File: config.mk
export PLATFORM = sky130hd
export DESIGN_NAME = ec_point_add_seq
export DESIGN_NICKNAME = d
export VERILOG_FILES = /design/src/rtl/ec_point_add_seq.sv
export SDC_FILE = /design/constraint.sdc
export NUM_CORES = 1
export LEC_CHECK = 0
export ABC_AREA = 1
export BUFFER_PORTS_ARGS = -buffer_cell sky130_fd_sc_hd__buf_2
export CELL_PAD_IN_SITES_DETAIL_PLACEMENT = 1
export CELL_PAD_IN_SITES_GLOBAL_PLACEMENT = 2
export CORE_MARGIN = 8
export CORE_UTILIZATION = 27
export DETAILED_ROUTE_END_ITERATION = 6
export GPL_TIMING_DRIVEN = 0
export PLACE_DENSITY = 0.64
export SYNTH_ARGS = -nofsm -noshare
export SYNTH_HDL_FRONTEND = slang
export SYNTH_SLANG_ARGS = --single-unit
File: constraint.sdc
create_clock -name clk -period 36.5 [get_ports clk]
set_input_delay 3.65 -clock clk [delete_from_list [all_inputs] [get_ports clk]]
set_output_delay 3.65 -clock clk [all_outputs]
set_load 0.005 [all_outputs]
File: src/rtl/ec_point_add_seq.sv
// Sequential affine point adder/doubler over GF(P) for y^2 = x^3 + CURVE_A*x + b.
// Slope, x3 and y3 each get their own registered cycle so no modular multiply feeds a divide in one cycle.
module ec_point_add_seq #(
  parameter int                   DATAWIDTH = 5,
  parameter logic [DATAWIDTH-1:0] P         = DATAWIDTH'(17),
  parameter logic [DATAWIDTH-1:0] CURVE_A   = DATAWIDTH'(0)
) (
  input  logic                 clk,
  input  logic                 rst_n,
  input  logic                 in_valid,
  output logic                 in_ready,
  input  logic [DATAWIDTH-1:0] x1,
  input  logic [DATAWIDTH-1:0] y1,
  input  logic                 inf1,
  input  logic [DATAWIDTH-1:0] x2,
  input  logic [DATAWIDTH-1:0] y2,
  input  logic                 inf2,
  output logic                 out_valid,
  input  logic                 out_ready,
  output logic [DATAWIDTH-1:0] x3,
  output logic [DATAWIDTH-1:0] y3,
  output logic                 inf3
);

  localparam int DW = DATAWIDTH;
  localparam logic [DW-1:0] INV_EXP = P - DW'(2);

  typedef enum logic [2:0] {IDLE, CLASSIFY, LAMBDA, X3, Y3, DONE} state_e;

  function automatic logic [DW-1:0] modAdd(input logic [DW-1:0] a, input logic [DW-1:0] b);
    logic [DW:0] s;
    s = {1'b0, a} + {1'b0, b};
    if (s >= {1'b0, P}) s = s - {1'b0, P};
    return s[DW-1:0];
  endfunction

  function automatic logic [DW-1:0] modSub(input logic [DW-1:0] a, input logic [DW-1:0] b);
    return (a >= b) ? (a - b) : (a + (P - b));
  endfunction

  function automatic logic [DW-1:0] modMul(input logic [DW-1:0] a, input logic [DW-1:0] b);
    logic [2*DW-1:0] prod;
    prod = {{DW{1'b0}}, a} * {{DW{1'b0}}, b};
    prod = prod % {{DW{1'b0}}, P};
    return prod[DW-1:0];
  endfunction

  // Inverse by Fermat: b^(P-2), square-and-multiply over the constant exponent bits.
  function automatic logic [DW-1:0] modInv(input logic [DW-1:0] b);
    logic [DW-1:0] acc;
    logic [DW-1:0] base;
    acc  = DW'(1);
    base = b;
    for (int i = 0; i < DW; i++) begin
      if (INV_EXP[i]) acc = modMul(acc, base);
      base = modMul(base, base);
    end
    return acc;
  endfunction

  function automatic logic [DW-1:0] modDiv(input logic [DW-1:0] a, input logic [DW-1:0] b);
    return modMul(a, modInv(b));
  endfunction

  state_e        state_q, state_d;
  logic [DW-1:0] x1_q, y1_q, x2_q, y2_q;
  logic [DW-1:0] x1_d, y1_d, x2_d, y2_d;
  logic          inf1_q, inf2_q, inf1_d, inf2_d;
  logic          dbl_q, dbl_d;
  logic [DW-1:0] tsq_q, tsq_d;
  logic [DW-1:0] lam_q, lam_d;
  logic [DW-1:0] xr_q, xr_d;
  logic [DW-1:0] x3_q, y3_q, x3_d, y3_d;
  logic          inf3_q, inf3_d;
  logic          out_valid_q, out_valid_d;

  logic [DW-1:0] negY2;
  logic [DW-1:0] threeT;
  logic [DW-1:0] numDbl, denDbl, numAdd, denAdd;

  always_comb begin
    negY2  = (y2_q == '0) ? '0 : (P - y2_q);
    threeT = modAdd(tsq_q, modAdd(tsq_q, tsq_q));
    numDbl = modAdd(threeT, CURVE_A);
    denDbl = modAdd(y1_q, y1_q);
    numAdd = modSub(y2_q, y1_q);
    denAdd = modSub(x2_q, x1_q);
  end

  always_comb begin
    state_d     = state_q;
    x1_d        = x1_q;
    y1_d        = y1_q;
    inf1_d      = inf1_q;
    x2_d        = x2_q;
    y2_d        = y2_q;
    inf2_d      = inf2_q;
    dbl_d       = dbl_q;
    tsq_d       = tsq_q;
    lam_d       = lam_q;
    xr_d        = xr_q;
    x3_d        = x3_q;
    y3_d        = y3_q;
    inf3_d      = inf3_q;
    out_valid_d = out_valid_q;
    unique case (state_q)
      IDLE: begin
        if (in_valid) begin
          x1_d    = x1;
          y1_d    = y1;
          inf1_d  = inf1;
          x2_d    = x2;
          y2_d    = y2;
          inf2_d  = inf2;
          state_d = CLASSIFY;
        end
      end
      CLASSIFY: begin
        // x1^2 is registered here so the slope cycle only has to divide.
        tsq_d = modMul(x1_q, x1_q);
        if (inf1_q) begin
          x3_d        = inf2_q ? '0 : x2_q;
          y3_d        = inf2_q ? '0 : y2_q;
          inf3_d      = inf2_q;
          out_valid_d = 1'b1;
          state_d     = DONE;
        end else if (inf2_q) begin
          x3_d        = x1_q;
          y3_d        = y1_q;
          inf3_d      = 1'b0;
          out_valid_d = 1'b1;
          state_d     = DONE;
        end else if ((x1_q == x2_q) && (y1_q == negY2)) begin
          x3_d        = '0;
          y3_d        = '0;
          inf3_d      = 1'b1;
          out_valid_d = 1'b1;
          state_d     = DONE;
        end else begin
          dbl_d   = (x1_q == x2_q) && (y1_q == y2_q);
          state_d = LAMBDA;
        end
      end
      LAMBDA: begin
        lam_d   = dbl_q ? modDiv(numDbl, denDbl) : modDiv(numAdd, denAdd);
        state_d = X3;
      end
      X3: begin
        xr_d    = modSub(modSub(modMul(lam_q, lam_q), x1_q), x2_q);
        state_d = Y3;
      end
      Y3: begin
        x3_d        = xr_q;
        y3_d        = modSub(modMul(lam_q, modSub(x1_q, xr_q)), y1_q);
        inf3_d      = 1'b0;
        out_valid_d = 1'b1;
        state_d     = DONE;
      end
      DONE: begin
        if (out_ready) begin
          out_valid_d = 1'b0;
          state_d     = IDLE;
        end
      end
      default: state_d = IDLE;
    endcase
  end

  always_ff @(posedge clk or negedge rst_n) begin
    if (!rst_n) begin
      state_q     <= IDLE;
      x1_q        <= '0;
      y1_q        <= '0;
      inf1_q      <= 1'b0;
      x2_q        <= '0;
      y2_q        <= '0;
      inf2_q      <= 1'b0;
      dbl_q       <= 1'b0;
      tsq_q       <= '0;
      lam_q       <= '0;
      xr_q        <= '0;
      x3_q        <= '0;
      y3_q        <= '0;
      inf3_q      <= 1'b0;
      out_valid_q <= 1'b0;
    end else begin
      state_q     <= state_d;
      x1_q        <= x1_d;
      y1_q        <= y1_d;
      inf1_q      <= inf1_d;
      x2_q        <= x2_d;
      y2_q        <= y2_d;
      inf2_q      <= inf2_d;
      dbl_q       <= dbl_d;
      tsq_q       <= tsq_d;
      lam_q       <= lam_d;
      xr_q        <= xr_d;
      x3_q        <= x3_d;
      y3_q        <= y3_d;
      inf3_q      <= inf3_d;
      out_valid_q <= out_valid_d;
    end
  end

  assign in_ready  = (state_q == IDLE);
  assign out_valid = out_valid_q;
  assign x3        = x3_q;
  assign y3        = y3_q;
  assign inf3      = inf3_q;

endmodule

==> impl_metrics.ini, run 1 <==
[status]
status = finished, violations left
violations = setup timing

[route]
antenna_left = 0
routed_wl_um = 94950
drc = 0
vias = 31570
drt_iter0_drc = 807
firstDrtPassIters = 5
viasPerCell = 4.542
wl_per_cell_um = 13.66

[final_layout]
diodes = 0
fin_nets = 5984
final_layout_size_suffix_gt1_frac = 0.3302
syn_to_final_growth_pct = 33.76
fin_area_mm2 = 0.04116
n_fill_cell = 14350

[cts]
root_buffer = clkbuf_16
cts_inserted_buffers = 5
cts_tree = yes
cts_max_level = 2
cts.clk_slew.worst_paths_ns = 0.08
clock_latency_ns = 0.32
cts_sinks = 53
clockBufferDepth = 2

[synth]
synthFlopType = dfrtp_1
synth_top_family_by_area = simple AND/OR/NAND/NOR gates
synth_edf_count = 0
yosysUniqueCellTypes = 79
synth_area_leaders = ha_1, nand2_1, inv_1
synth-seq-cells = 53
synthAdderAreaFrac = 0.2395
ys_seq_area_frac = 0.04310
yosys-mux-area-fraction = 0.001992
synth-xor-area-share = 0.09315
syn-cell-area_mm2 = 0.03077
async_flop_share = 1.000
synthCells = 4841
synth_nets = 5387
yosys.area_share.simple = 0.3931
synth_top_area_share = 0.1647
ys_warn_count = 0
synth_compound_area_frac = 0.1051
yosys.area.top_type = ha_1
synth_area_per_cell_um2 = 6.357

[global_routing]
grt_util_all_layers = 0.1446
grt_pass1_vias = 33060
overflow = 0
antenna_found_initial = 0
grt_pass1_wl_um = 158900
grt_max_degree = 54

[sta]
rsz0062_at_grt = true
period_needed_ns = 37.77
finalSetupViolations = 5
clock.fmax_ghz = 0.02648
maxSlewHeadroom = 0.3180
setup_ws_ns = -1.266
hold_viol = 0
finalMaxSlewViolations = 0
worst_pin_slew_ns = 1.012
setup_tns_ns = -6.285
clock_skew_ns = 0.01266
period_share = 1.035

[floorplan]
fp.dieArea_mm2 = 0.1250
die_x_um = 353.6
rows = 124
start_util = 0.2706
core_mm2 = 0.1137
io_pins = 39
die_y_um = 353.6

[placed_design]
gp_congestion = 0.7602
dpl_cell_area_mm2 = 0.03351
hpwl_um = 73530
port_buffers = 38
pre_cts_slack_ns = -6.049

[worst_setup_path]
critPathArrivalTime_ns = 37.98
cp_max_fo = 6
cp_common_cell = nand2_2
end_kind = flop
crit_type = reg -> reg
required_ns = 36.71
reg2regPathDepth = 275
start_kind = flop
cp_slowest_cell = fa_1
worst_path_largest_cell_delay_ns = 0.53

[min_path]
whs_path_depth = 2
hold_class = reg -> reg

[flow_run]
drv_cap = 0
-- worst paths after layout --
kind / from / end / slack, ns
setup / recovery: y1_q[1] / lam_q[2] / -1.27
hold / removal: out_valid / out_valid / 0.50
setup reg to reg: y1_q[1] / lam_q[2] / -1.27
hold reg to reg: out_valid / out_valid / 0.50
max in group asynchronous: rst_n / x1_q[1] / 32.44
min in group asynchronous: rst_n / lam_q[2] / 3.38
-- repair_timing --
| action | 4_1_cts | 5_1_grt |
|---|---|---|
| pin swaps | 326 | 396 |
| setup buffers | 425 | 130 |
| cloned | 1 | 0 |
| endpoints found under the setup margin | 5 | 5 |
| gates resized for setup | 422 | 334 |
| hold buffers | 0 | 0 |
-- cell usage after synthesis (10+ instances only) --
cell / n
xor2_2: 10
inv_1: 844
xnor2_1: 70
or2_2: 24
nor2_4: 17
o21a_1: 13
a211oi_1: 10
nand2_4: 75
o21bai_1: 16
a21o_1: 11
nand3_4: 10
nand3_2: 48
a21oi_1: 191
nor2_1: 534
nand3_1: 298
nor3_1: 49
o21ai_2: 18
nand4_1: 82
a21oi_2: 20
o22ai_1: 16
a31oi_1: 20
o31ai_1: 13
nand2_1: 1020
nand3b_1: 23
nor2_2: 34
xor2_1: 218
o21ai_1: 23
ha_1: 405
nand2_2: 221
nand4_2: 11
fa_1: 115
o21ai_0: 116
a31o_2: 11
inv_2: 65
dfrtp_1: 53
-- cell usage in the layout, fill, tap and decap left out, drive strengths merged, types with 15 or more instances in the layout --
cell and instances:
xor2 234, inv 915, clkbuf 17, a31oi 21, o21ai 158, nand3 357, ha 405, fa 115
o21a 15, nand3b 24, nand2 1316, or2 29, a21oi 214, nand4 95, xnor2 71, o22ai 16
nor3 52, nor2 587, o21bai 19, buf 597, dfrtp 53
-- per-layer routing --
metal  GRT usage  share of wire
met5           0              0
met4     0.01508         0.0076
met3    0.008368         0.0094
met2      0.2637           0.50
met1      0.1928           0.48
-- critical path: cells and delay by family, from the launching register on --
family                   cells  cell delay, ns
AND/OR/NAND/NOR            130           12.21
adder cells (fa/ha/maj)     27            9.40
AO/OA/AOI/OAI               41            6.91
buffers and inverters       62            5.62
XOR/XNOR                    15            2.91
flip-flops                   1            0.48
-- state kept, by name, indices dropped and copies added, names as in the netlist, 3 cells and up --
| signal | cells |
|---|---|
| lam_q | 5 |
| x2_q | 5 |
| tsq_q | 5 |
| y3 | 5 |
| y1_q | 5 |
| state_q | 3 |
| x3 | 5 |
| xr_q | 5 |
| x1_q | 5 |
| y2_q | 5 |
-- per-stage QoR --
| step | instances | util | hold slack, ns |
|---|---|---|---|
| 3_5_place_dp | 6391 | 0.2947 | 0.4729 |
| 6_report | 6951 | 0.3620 | 0.5006 |
| 4_1_cts | 6824 | 0.3398 | 0.5051 |
| 3_3_place_gp | 6391 | 0.2946 | 0.4655 |
| 5_1_grt | 6951 | 0.3620 | 0.5327 |
| 2_1_floorplan | 4841 | - | 0.4727 |
-- kinds of logic (layout without fill, tap and decap cells) --
logic type	after synthesis	after routing
xor gates and xnor gates	305	305
adders and majority gates	520	520
AOI/OAI and AO/OA	525	525
and+or+nand+nor	2476	2477
DFF	53	53
buffers and inverters	956	1553
muxes	6	6
-- area by class of cell --
class                   instances  area [µm²]  share of cell area
well taps                    1512        1892             0.04596
inverters                     934        3665             0.08903
clock buffers                   6       128.9            0.003131
plain buffers                  22       252.7            0.006140
repair buffers                589        4477              0.1088
flip-flops and latches         53        1338             0.03249
multi-input cells            3833       29370              0.7136
clock inverters                 2       38.79           0.0009422
Power of run 1 is left out: the tool's default activity adds up to more than one toggle a clock period on the data nets, which glitch-free logic cannot reach.
==> inputs of run 2 (changes only) <==
--- a/config.mk
+++ b/config.mk
@@ -14,5 +14,6 @@
 export DETAILED_ROUTE_END_ITERATION = 6
 export GPL_TIMING_DRIVEN = 0
-export PLACE_DENSITY = 0.64
+export PLACE_DENSITY_LB_ADDON = 0.1
+export RECOVER_POWER = 25
 export SYNTH_ARGS = -nofsm -noshare
 export SYNTH_HDL_FRONTEND = slang
==> constraint.sdc (replaced) <==
create_clock -name clk -period 36.5 [get_ports clk]
set_input_delay 7.3 -clock clk [delete_from_list [all_inputs] [get_ports clk]]
set_output_delay 7.3 -clock clk [all_outputs]
set_load 0.005 [all_outputs]
==> impl_metrics.ini, run 2 (synthesis gave the netlist of run 1 again) <==
[worst_setup_path]
required_ns = 36.71
crit_type = reg -> reg
cp_slowest_cell = fa_1
reg2regPathDepth = 286
end_kind = flop
start_kind = flop
timing.rr.start = y1_q[1]
cp_max_fo = 6
worst_path_largest_cell_delay_ns = 0.55
cp_common_cell = inv_2
regToRegSetupSlack_ns = -0.95
critPathArrivalTime_ns = 37.66
r2r-end = lam_q[3]

[final_layout]
fin_nets = 5919
instances_no_fill = 6886
diodes = 0
mostFrequentLayoutCells = nand2_1, inv_1, buf_4
finalCoreUtilization = 0.3536
layout_commonest_cell = nand2_1
syn_to_final_growth_pct = 30.67
final_layout_size_suffix_gt1_frac = 0.3145

[global_routing]
grt_max_degree = 54
grt_util_all_layers = 0.1450
grt_pass1_vias = 32780
antenna_found_initial = 0
overflow = 0
grt_pass1_wl_um = 159000

[cts]
cts_inserted_buffers = 5
cts_max_level = 2
root_buffer = clkbuf_16
clockBufferDepth = 2
cts.clk_slew.worst_paths_ns = 0.08
postCtsHoldBufs = 0
cts_sinks = 53
clock_latency_ns = 0.33
cts_tree = yes

[route]
wl_per_cell_um = 13.73
antenna_left = 0
drc = 0
drt_iter0_drc = 788
vias = 31360
viasPerCell = 4.555
firstDrtPassIters = 5
routed_wl_um = 94520

[placed_design]
placed_cells = 6391
port_buffers = 38
hpwl_um = 75280
gp_congestion = 0.7573
pre_cts_slack_ns = -6.049

[min_path]
hold_class = reg -> reg
whs_path_depth = 2
whs_endpoint = out_valid
worstHoldStart = out_valid

[floorplan]
die_x_um = 353.6
io_pins = 39
rows = 124
fp.dieArea_mm2 = 0.1250
core_mm2 = 0.1137
die_y_um = 353.6
start_util = 0.2706

[sta]
setup_ws_ns = -0.9542
rsz0062_at_grt = true
finalSetupViolations = 5
finalMaxSlewViolations = 54
period_needed_ns = 37.45
period_share = 1.026
worst_pin_slew_ns = 3.355
hold_viol = 0
clock_skew_ns = 0.01874
clock.fmax_ghz = 0.02670
setup_tns_ns = -4.717
maxSlewHeadroom = -1.237

[status]
violations = capacitance limit, slew limit, setup timing
status = finished, violations left

[flow_run]
drv_cap = 1
-- run 2: cell types whose count changed in the layout (fill, tap and decap cells not counted), moves of 8 or more --
cell     change
xor2_1       +9
a21oi_2      -8
nand2_2      -9
o21ai_2     +10
nand3_1     +10
o21ai_4      -8
buf_4       -57
nand2_1     +12
-- run 2: how the worst max path moves through the flow --
stage                       start  endpoint  slack (ns)
after floorplan           x1_q[0]  lam_q[2]        0.02
after global routing      y1_q[1]  lam_q[3]       -3.46
after detailed placement  x1_q[4]  lam_q[0]       -6.05
after global placement    y1_q[0]  lam_q[0]       -6.05
after CTS                 y1_q[1]  lam_q[3]       -0.98
final                     y1_q[1]  lam_q[3]       -0.95
-- run 2: what timing repair did --
action,in CTS,in global routing
endpoints found under the hold margin,0,0
buffers inserted,380,106
cloned,1,0
endpoints found under the setup margin,5,5
gates resized for setup,401,290
pin swaps,356,309
-- run 2: layout make-up --
cell class,instances,area [µm²]
fill,14370,73510
multi-input combinational,3833,29000
timing repair buffer,524,3911
inverter,934,3665
tap,1512,1892
sequential,53,1338
buffer,22,249.0
clock buffer,6,138.9
clock inverter,2,16.27
-- run 2: per-layer routing --
metal / wire length [µm] / part of all wire / vias up / global-route usage
met5: 0 / 0 / - / 0
met4: 786 / 0.0083 / 0 / 0.01492
met3: 721 / 0.0076 / 53 / 0.006622
met2: 46410 / 0.49 / 109 / 0.2621
met1: 46600 / 0.49 / 14840 / 0.1963
li1: - / - / 16360 / -
-- run 2: critical path: cells and delay by family, from the launching register on --
family | cells | cell delay, ns
xor gates and xnor gates | 17 | 3.17
adders and majority gates | 31 | 10.23
DFF | 1 | 0.48
AOI/OAI and AO/OA | 31 | 4.86
and+or+nand+nor | 147 | 13.98
buffers and inverters | 60 | 4.59
-- run 2: metrics by stage --
stage	hold WS (ns)	instance area [µm²]
floorplan	0.4727	31420
global placement	0.4703	33510
detailed placement	0.4764	33510
CTS	0.4969	38190
global route	0.5317	40210
finish	0.4895	40210
Power of run 2 is left out for the same reason.
